<file path="config.mk">
export PLATFORM = sky130hd
export DESIGN_NAME = keypad_decoder_flat
export DESIGN_NICKNAME = d
export VERILOG_FILES = /design/src/rtl/keypad_decoder_if.sv /design/src/rtl/keypad_decoder.sv /design/src/flat_wrapper.sv
export SDC_FILE = /design/constraint.sdc
export NUM_CORES = 1
export LEC_CHECK = 0
export CAP_MARGIN = 25
export CORE_MARGIN = 2
export CORE_UTILIZATION = 40
export DETAILED_ROUTE_END_ITERATION = 8
export GPL_TIMING_DRIVEN = 1
export SLEW_MARGIN = 20
export SYNTH_ARGS = -nofsm -noshare
export SYNTH_HDL_FRONTEND = slang
export SYNTH_SLANG_ARGS = --single-unit
</file>
<file path="constraint.sdc">
create_clock -name clk -period 5.2 [get_ports clk]
set_input_delay 0.52 -clock clk [delete_from_list [all_inputs] [get_ports clk]]
set_output_delay 0.52 -clock clk [all_outputs]
set_load 0.1 [all_outputs]
</file>
<file path="src/rtl/keypad_decoder_if.sv">
// keypad_decoder_if: command bundle from the keypad decoder to the calculator
// controller, plus the decoder's FSM state for observation.
//
// Handshake: read_input and clear_pulse are one-cycle valid strobes with no
// ready/back-pressure; the consumer must take them in the cycle they are high.
// keypad_input is qualified by read_input and holds its value otherwise.
// operator_input and equal_input are plain levels, not strobes.
interface keypad_decoder_if;
  logic [3:0] keypad_input;
  logic       read_input;
  logic [2:0] operator_input;
  logic       equal_input;
  logic       clear_pulse;
  logic [1:0] dbg_state;

  modport master (
    output keypad_input, read_input, operator_input, equal_input, clear_pulse, dbg_state
  );
  modport slave (
    input  keypad_input, read_input, operator_input, equal_input, clear_pulse, dbg_state
  );
endinterface

</file>
<file path="src/rtl/keypad_decoder.sv">
// keypad_decoder: scans a 4x4 active-low matrix keypad, debounces one key at a
// time and turns it into calculator commands (digit strobe, operator level,
// equal level, clear strobe).
// Optional build macro: KEYPAD_AUTOREPEAT_EN -- a held digit key re-emits its
// digit every REPEAT_CYCLES cycles while in the release phase.
// nRST is active-high and synchronous despite its name.
module keypad_decoder #(
  parameter int unsigned SCAN_DIV        = 8,
  parameter int unsigned DEBOUNCE_CYCLES = 4,
  parameter int unsigned REPEAT_CYCLES   = 1000
) (
  input  logic                    clk,
  input  logic                    nRST,
  input  logic [3:0]              rows,
  output logic [3:0]              cols,
  keypad_decoder_if.master        kp
);

  localparam int unsigned SLOT_W = (SCAN_DIV > 1) ? $clog2(SCAN_DIV) : 1;
  localparam int unsigned CNT_W  = $clog2(DEBOUNCE_CYCLES + 1);
  localparam logic [SLOT_W-1:0] SLOT_LAST = SLOT_W'(SCAN_DIV - 1);
  localparam logic [CNT_W-1:0]  DB_LAST   = CNT_W'(DEBOUNCE_CYCLES - 1);
  localparam logic [CNT_W-1:0]  DB_DONE   = CNT_W'(DEBOUNCE_CYCLES);

  // Key codes: 0..9 are digits, the rest are the function keys.
  localparam logic [3:0] K_A    = 4'd10;
  localparam logic [3:0] K_B    = 4'd11;
  localparam logic [3:0] K_C    = 4'd12;
  localparam logic [3:0] K_D    = 4'd13;
  localparam logic [3:0] K_STAR = 4'd14;
  localparam logic [3:0] K_HASH = 4'd15;

  // Parameter sanity checks at elaboration.
  if (SCAN_DIV < 4) begin : g_chk_scan_div
    $error("keypad_decoder: SCAN_DIV must be at least 4");
  end
  if (DEBOUNCE_CYCLES < 1) begin : g_chk_debounce
    $error("keypad_decoder: DEBOUNCE_CYCLES must be at least 1");
  end
  if (REPEAT_CYCLES < 2) begin : g_chk_repeat
    $error("keypad_decoder: REPEAT_CYCLES must be at least 2");
  end

  typedef enum logic [1:0] {
    ST_SCAN     = 2'd0,
    ST_DEBOUNCE = 2'd1,
    ST_EMIT     = 2'd2,
    ST_RELEASE  = 2'd3
  } state_t;

  state_t            state_q, state_d;
  logic [3:0]        sync1_q, sync1_d;
  logic [3:0]        rs_q, rs_d;
  logic [3:0]        cols_q, cols_d;
  logic [SLOT_W-1:0] slot_q, slot_d;
  logic [CNT_W-1:0]  cnt_q, cnt_d;
  logic [1:0]        cap_row_q, cap_row_d;
  logic [1:0]        cap_col_q, cap_col_d;
  logic [3:0]        cap_pat_q, cap_pat_d;
  logic [3:0]        keypad_q, keypad_d;
  logic              read_q, read_d;
  logic [2:0]        op_q, op_d;
  logic              eq_q, eq_d;
  logic              clear_q, clear_d;

  logic              emit_go;
  logic [3:0]        code;
  logic [3:0]        cols_next;
  logic [1:0]        col_idx;
  logic [1:0]        low_row;

`ifdef KEYPAD_AUTOREPEAT_EN
  localparam int unsigned REP_W = $clog2(REPEAT_CYCLES + 1);
  localparam logic [REP_W-1:0] REP_LAST = REP_W'(REPEAT_CYCLES - 1);
  localparam logic [REP_W-1:0] REP_MAX  = REP_W'(REPEAT_CYCLES);
  logic [REP_W-1:0]  rep_q, rep_d;
  logic              is_digit;
`endif

  // Map a (row, col) position of the matrix to its key code.
  function automatic logic [3:0] key_code(input logic [1:0] r, input logic [1:0] c);
    logic [3:0] k;
    case ({r, c})
      4'b00_00: k = 4'd1;
      4'b00_01: k = 4'd2;
      4'b00_10: k = 4'd3;
      4'b00_11: k = K_A;
      4'b01_00: k = 4'd4;
      4'b01_01: k = 4'd5;
      4'b01_10: k = 4'd6;
      4'b01_11: k = K_B;
      4'b10_00: k = 4'd7;
      4'b10_01: k = 4'd8;
      4'b10_10: k = 4'd9;
      4'b10_11: k = K_C;
      4'b11_00: k = K_STAR;
      4'b11_01: k = 4'd0;
      4'b11_10: k = K_HASH;
      default:  k = K_D;
    endcase
    return k;
  endfunction

  // Helpers: driven column index, lowest low row, next column, captured key.
  always_comb begin
    col_idx   = 2'd0;
    low_row   = 2'd3;
    cols_next = {cols_q[2:0], cols_q[3]};
    case (cols_q)
      4'b1101: col_idx = 2'd1;
      4'b1011: col_idx = 2'd2;
      4'b0111: col_idx = 2'd3;
      default: col_idx = 2'd0;
    endcase
    if (!rs_q[0])      low_row = 2'd0;
    else if (!rs_q[1]) low_row = 2'd1;
    else if (!rs_q[2]) low_row = 2'd2;
    else               low_row = 2'd3;
    code = key_code(cap_row_q, cap_col_q);
  end

  // Next-state logic for the scan FSM and the registered command outputs.
  always_comb begin
    state_d   = state_q;
    sync1_d   = rows;
    rs_d      = sync1_q;
    cols_d    = cols_q;
    slot_d    = slot_q;
    cnt_d     = cnt_q;
    cap_row_d = cap_row_q;
    cap_col_d = cap_col_q;
    cap_pat_d = cap_pat_q;
    keypad_d  = keypad_q;
    read_d    = 1'b0;
    op_d      = op_q;
    eq_d      = eq_q;
    clear_d   = 1'b0;
    emit_go   = 1'b0;
`ifdef KEYPAD_AUTOREPEAT_EN
    rep_d     = rep_q;
    is_digit  = (code <= 4'd9);
`endif

    case (state_q)
      ST_SCAN: begin
        if (slot_q == SLOT_LAST) begin
          slot_d = '0;
          if (rs_q != 4'hF) begin
            // Keep this column driven while the key is debounced.
            cap_col_d = col_idx;
            cap_row_d = low_row;
            cap_pat_d = rs_q;
            cnt_d     = '0;
            state_d   = ST_DEBOUNCE;
          end else begin
            cols_d = cols_next;
          end
        end else begin
          slot_d = slot_q + 1'b1;
        end
      end

      ST_DEBOUNCE: begin
        if (rs_q == cap_pat_q) begin
          if (cnt_q == DB_LAST) begin
            // Outputs are computed here so they are visible during EMIT.
            emit_go = 1'b1;
            cnt_d   = '0;
            state_d = ST_EMIT;
          end else begin
            cnt_d = cnt_q + 1'b1;
          end
        end else begin
          cnt_d   = '0;
          slot_d  = '0;
          cols_d  = cols_next;
          state_d = ST_SCAN;
        end
      end

      ST_EMIT: begin
        cnt_d   = '0;
        state_d = ST_RELEASE;
`ifdef KEYPAD_AUTOREPEAT_EN
        rep_d   = REP_W'(1);
`endif
      end

      default: begin // ST_RELEASE
        if (cnt_q == DB_DONE) begin
          cnt_d   = '0;
          slot_d  = '0;
          cols_d  = cols_next;
          state_d = ST_SCAN;
        end else begin
          cnt_d = (rs_q == 4'hF) ? cnt_q + 1'b1 : '0;
`ifdef KEYPAD_AUTOREPEAT_EN
          rep_d = (rep_q == REP_MAX) ? rep_q : rep_q + 1'b1;
          // Repeat pulse lands exactly REPEAT_CYCLES after the previous one.
          if (is_digit && !rs_q[cap_row_q] && (rep_q == REP_LAST)) begin
            emit_go = 1'b1;
            cnt_d   = '0;
            state_d = ST_EMIT;
          end
`endif
        end
      end
    endcase

    // Key action for the accepted key.
    if (emit_go) begin
      if (code <= 4'd9) begin
        keypad_d = code;
        read_d   = 1'b1;
        if (eq_q) begin
          eq_d = 1'b0;
          op_d = 3'b000;
        end
      end else if (code == K_A) begin
        op_d = 3'b001;
      end else if (code == K_B) begin
        op_d = 3'b010;
      end else if (code == K_C) begin
        op_d = 3'b100;
      end else if (code == K_HASH) begin
        eq_d = 1'b1;
      end else if (code == K_STAR) begin
        op_d     = 3'b000;
        eq_d     = 1'b0;
        keypad_d = 4'd0;
        clear_d  = 1'b1;
      end
      // K_D: accepted, no action.
    end
  end

  // State and output registers with synchronous active-high reset.
  always_ff @(posedge clk) begin
    if (nRST) begin
      state_q   <= ST_SCAN;
      sync1_q   <= 4'hF;
      rs_q      <= 4'hF;
      cols_q    <= 4'b1110;
      slot_q    <= '0;
      cnt_q     <= '0;
      cap_row_q <= 2'd0;
      cap_col_q <= 2'd0;
      cap_pat_q <= 4'hF;
      keypad_q  <= 4'd0;
      read_q    <= 1'b0;
      op_q      <= 3'b000;
      eq_q      <= 1'b0;
      clear_q   <= 1'b0;
`ifdef KEYPAD_AUTOREPEAT_EN
      rep_q     <= '0;
`endif
    end else begin
      state_q   <= state_d;
      sync1_q   <= sync1_d;
      rs_q      <= rs_d;
      cols_q    <= cols_d;
      slot_q    <= slot_d;
      cnt_q     <= cnt_d;
      cap_row_q <= cap_row_d;
      cap_col_q <= cap_col_d;
      cap_pat_q <= cap_pat_d;
      keypad_q  <= keypad_d;
      read_q    <= read_d;
      op_q      <= op_d;
      eq_q      <= eq_d;
      clear_q   <= clear_d;
`ifdef KEYPAD_AUTOREPEAT_EN
      rep_q     <= rep_d;
`endif
    end
  end

  assign cols              = cols_q;
  assign kp.keypad_input   = keypad_q;
  assign kp.read_input     = read_q;
  assign kp.operator_input = op_q;
  assign kp.equal_input    = eq_q;
  assign kp.clear_pulse    = clear_q;
  assign kp.dbg_state      = state_q;

endmodule

</file>
<file path="src/flat_wrapper.sv">
// flat-port wrapper written by rule: the top's interface ports become plain ports
module keypad_decoder_flat 
#(
  parameter int unsigned SCAN_DIV        = 8,
  parameter int unsigned DEBOUNCE_CYCLES = 4,
  parameter int unsigned REPEAT_CYCLES   = 1000
)
  (clk, nRST, rows, cols, kp_keypad_input, kp_read_input, kp_operator_input, kp_equal_input, kp_clear_pulse, kp_dbg_state);
  keypad_decoder_if kp_i ();
  input  logic clk;
  input  logic nRST;
  input  logic [3:0] rows;
  output logic [3:0] cols;
  output wire logic [$bits(kp_i.keypad_input)-1:0] kp_keypad_input;
  output wire logic [$bits(kp_i.read_input)-1:0] kp_read_input;
  output wire logic [$bits(kp_i.operator_input)-1:0] kp_operator_input;
  output wire logic [$bits(kp_i.equal_input)-1:0] kp_equal_input;
  output wire logic [$bits(kp_i.clear_pulse)-1:0] kp_clear_pulse;
  output wire logic [$bits(kp_i.dbg_state)-1:0] kp_dbg_state;
  assign kp_keypad_input = kp_i.keypad_input;
  assign kp_read_input = kp_i.read_input;
  assign kp_operator_input = kp_i.operator_input;
  assign kp_equal_input = kp_i.equal_input;
  assign kp_clear_pulse = kp_i.clear_pulse;
  assign kp_dbg_state = kp_i.dbg_state;
  keypad_decoder #(.SCAN_DIV(SCAN_DIV), .DEBOUNCE_CYCLES(DEBOUNCE_CYCLES), .REPEAT_CYCLES(REPEAT_CYCLES)) u_core (.clk(clk), .nRST(nRST), .rows(rows), .cols(cols), .kp(kp_i));
endmodule
</file>
==> qor.log <==
[power_and_ir_drop] power density over the cells 336 mW/mm^2
[grt] global-route wire length before repair 7.52 mm
[synthesis] fraction of registers with async set or reset after synthesis 0%
[detailed_routing] number of detailed-route iterations in the first pass 4
[synthesis] yosys warns 0
[floorplanning] Top Ports 22
[timing] top achievable clock speed 351 MHz
[critical_path] stage delay of the slowest cell on the critical path 0.44 ns
[clock_tree] clock latency on the worst-skew pair 0.29 ns
[synthesis] Most used DFF post-synth sky130_fd_sc_hd__dfxtp_1
[grt] overflow left after global routing 0
[floorplanning] area of the die 0.00593 mm^2
[power_and_ir_drop] cell leakage power 0.954 nW
[synthesis] number of nets in the synthesized netlist 257
[critical_path] CP Data Arrival Time 3.03 ns
[timing] unrepaired setup endpoints after global routing no
[place] Port Buffer Count 21
[detailed_routing] starting DRC count in detailed routing 89
[flow_run] count of maximum capacitance violations 0
[floorplanning] number of rows in the core area 26
[timing] Setup Viol. Count Final 0
[grt] pin count of the biggest net entering global routing 33
[timing] portion of the clock cycle consumed by the worst path in the final layout 54.8%
[layout] proportion of layout cells with a drive suffix above 1 10.2%
[timing] post-layout minimum cycle time 2.85 ns
[clock_tree] CTS root buf sky130_fd_sc_hd__clkbuf_8
[clock_tree] Resized Gates After CTS 0
[place] HPWL after detailed placement 3.13 mm
[clock_tree] CTS tree yes
[critical_path] critical path peak fanout 12
[critical_path] Required @ worst endpoint 5.38 ns
[status] outcome finished clean
[detailed_routing] DRC violations left 0
[critical_path] Critical Path Sink Type flip-flop
[clock_tree] clock-pin slew on the worst setup and hold paths 0.08 ns
[layout] # diodes 0
[grt] number of antenna violations at the first check in global routing 0
[floorplanning] x dimension of the die 77.0 um
[critical_path] cell with the biggest individual delay on the critical path sky130_fd_sc_hd__nor2_1
[critical_path] series of cell instances along the critical path inv_1, ha_1, nand2_1, nor2_1, nand4_1, a21oi_1, inv_1, ha_1, o21a_1, o21ai_0, a21oi_1
[critical_path] crit start category flip-flop
[timing] worst slew margin relative to its limit 34.7%
[critical_path] category of the critical setup timing path flip-flop to flip-flop
[detailed_routing] number of routed nets with antenna violations 0
[clock_tree] Clock H-tree levels 2
[layout] Multi-input gate area 0.00119 mm^2
[floorplanning] effective utilization at floorplan 41.5%
[layout] fillcell total 525
[timing] final count of hold timing violations 0
[clock_tree] count of clock tree sinks 42
[detailed_routing] Wirelength per Cell 13.5 um
[clock_tree] number of buffers inserted for hold repair after clock tree synthesis 0
[synthesis] portion of the post-synthesis area used by sequential elements 39.5%
[layout] Synth-to-Final Area Change 16.7%
[synthesis] cell area after synthesis 0.00213 mm^2
[timing] Slew Viols, Final 0
[floorplanning] core footprint 0.00514 mm^2
[detailed_routing] final wirelength 4.39 mm
[clock_tree] maximum count of clock buffers along a single path 2
[detailed_routing] ratio of routed vias to standard cells 5.30
[place] final weighted congestion of routability-driven global placement 0.845
[power_and_ir_drop] Worst IR Drop VDD 0.307 mV
[layout] post-route core utilization 48.4%
[grt] GRT Util Overall 15.6%
[synthesis] number of flops mapped to enable cells by yosys 0
[grt] number of global-route vias before repair 1,612
[layout] Reg area 841 um^2
[layout] net total in the final layout 276
[timing] Worst-Margin Slew 0.977 ns
[clock_tree] CTS Buf Count 5
[synthesis] number of different library cells in the post-synthesis netlist 47
[detailed_routing] total number of vias 1,727
[synthesis] number of synthesized register bits 42
[hold_path] Hold Crit Class flip-flop to flip-flop
[floorplanning] Chip Height 77.0 um
[timing] Post-Route Setup TNS 0 ns
[timing] setup clock skew after layout 0.00394 ns
[clock_tree] buffers inserted during post-CTS setup optimization 0
[synthesis] synthesized instance count 236
[synthesis] synthesized area per cell 9.03 um^2
metrics by stage:
step	instances	total power, mW	hold slack (ns)	setup WS [ns]	instance area, um^2
6_report	326	0.835	0.412	2.35	2490
5_1_grt	326	0.887	0.427	1.99	2490
4_1_cts	326	0.843	0.413	2.36	2490
3_5_place_dp	318	0.627	0.394	2.26	2400
3_3_place_gp	318	0.629	0.392	2.30	2400
2_1_floorplan	236	0.573	0.389	2.12	2130
path summary, 6_finish.rpt:
kind,from,endpoint,slack [ns],cells after the start
worst max register to register,u_core.kp.dbg_state[1],u_core.code[2],2.35,11
worst min register to register,u_core.rs_d[0],u_core.rs_q[0],0.41,1
worst min-delay path,u_core.rs_d[0],u_core.rs_q[0],0.41,1
worst max-delay path,u_core.kp.dbg_state[1],u_core.code[2],2.35,11
cells in the mapped netlist (3+ instances only):
library cell	n	share of area, %
sky130_fd_sc_hd__ha_1	15	8.8
sky130_fd_sc_hd__o21a_1	3	1.1
sky130_fd_sc_hd__nand3_1	9	2.1
sky130_fd_sc_hd__nand2_1	24	4.2
sky130_fd_sc_hd__a31oi_1	4	1.2
sky130_fd_sc_hd__nand2b_1	3	0.88
sky130_fd_sc_hd__nor2_1	11	1.9
sky130_fd_sc_hd__a21oi_1	15	3.5
sky130_fd_sc_hd__nand4_1	5	1.5
sky130_fd_sc_hd__mux2i_1	10	4.7
sky130_fd_sc_hd__inv_1	15	2.6
sky130_fd_sc_hd__xor2_1	7	2.9
sky130_fd_sc_hd__o21ai_0	3	0.70
sky130_fd_sc_hd__a211oi_1	3	1.1
sky130_fd_sc_hd__or2_2	10	2.9
sky130_fd_sc_hd__dfxtp_1	42	39
sky130_fd_sc_hd__clkbuf_1	8	1.4
sky130_fd_sc_hd__nor3_1	6	1.4
metal layers:
metal	track usage (%)	share of wire (%)
met5	0	0
met4	6.79	1.8
met3	4.47	4.4
met2	24.4	44
met1	20.2	50
cells in the final DEF, fill, tap and decap left out, drive strengths merged, types with 3 or more instances in the layout:
cell,n
a31oi,4
a211oi,5
inv,15
nand3,10
nor2,11
nand2,24
nor3,6
nand4,5
dfxtp,42
ha,15
o21ai,3
xor2,7
or2,10
nand2b,3
mux2i,10
clkdlybuf4s50,21
clkbuf,7
a21oi,15
o21a,3
final cells by class:
type                       count  area share [%]
timing repair buffer          22            8.75
inverter                      15            2.26
sequential                    42            33.8
clock buffer                   7            3.47
multi-input combinational    169            48.0
tap                           70            3.52
clock inverter                 1           0.201
cell families (layout without fill, tap and decap cells):
family                   Yosys count  after routing  synth area share [%]
AO/OA/AOI/OAI                     53             53                  18.1
XOR/XNOR                           7              7                  2.88
adder cells (fa/ha/maj)           15             15                  8.81
buffers and inverters             25             45                  4.52
flip-flops                        42             42                  39.5
multiplexers                      12             12                  5.75
AND/OR/NAND/NOR                   82             82                  20.4
sequential cells by signal, indices dropped and copies added, names as in the netlist:
name	count
u_core.kp.operator_input	3
u_core.kp.keypad_input	4
u_core.cap_pat_q	4
u_core.slot_q	3
u_core.cols	4
u_core.cap_col_q	2
u_core.code	4
u_core.kp.read_input	1
u_core.kp.dbg_state	2
u_core.cnt_q	3
u_core.rs_d	4
u_core.rs_q	4
u_core.cap_row_q	2
u_core.kp.clear_pulse	1
u_core.kp.equal_input	1
worst max-delay path, delay by kind of cell, from the launching register on:
family	cells	cell delay (ns)
simple gates	3	0.87
fa+ha+maj	2	0.68
compound gates	4	0.58
flops	1	0.34
buf+inv	2	0.25
report_power, final:
part | switching, mW | leakage [nW] | internal (mW)
registers | 0.0283 | 0.341 | 0.346
logic | 0.160 | 0.565 | 0.0854
clock network | 0.107 | 0.0482 | 0.107
total | 0.296 | 0.954 | 0.539
(Power assumes the default switching activity.)
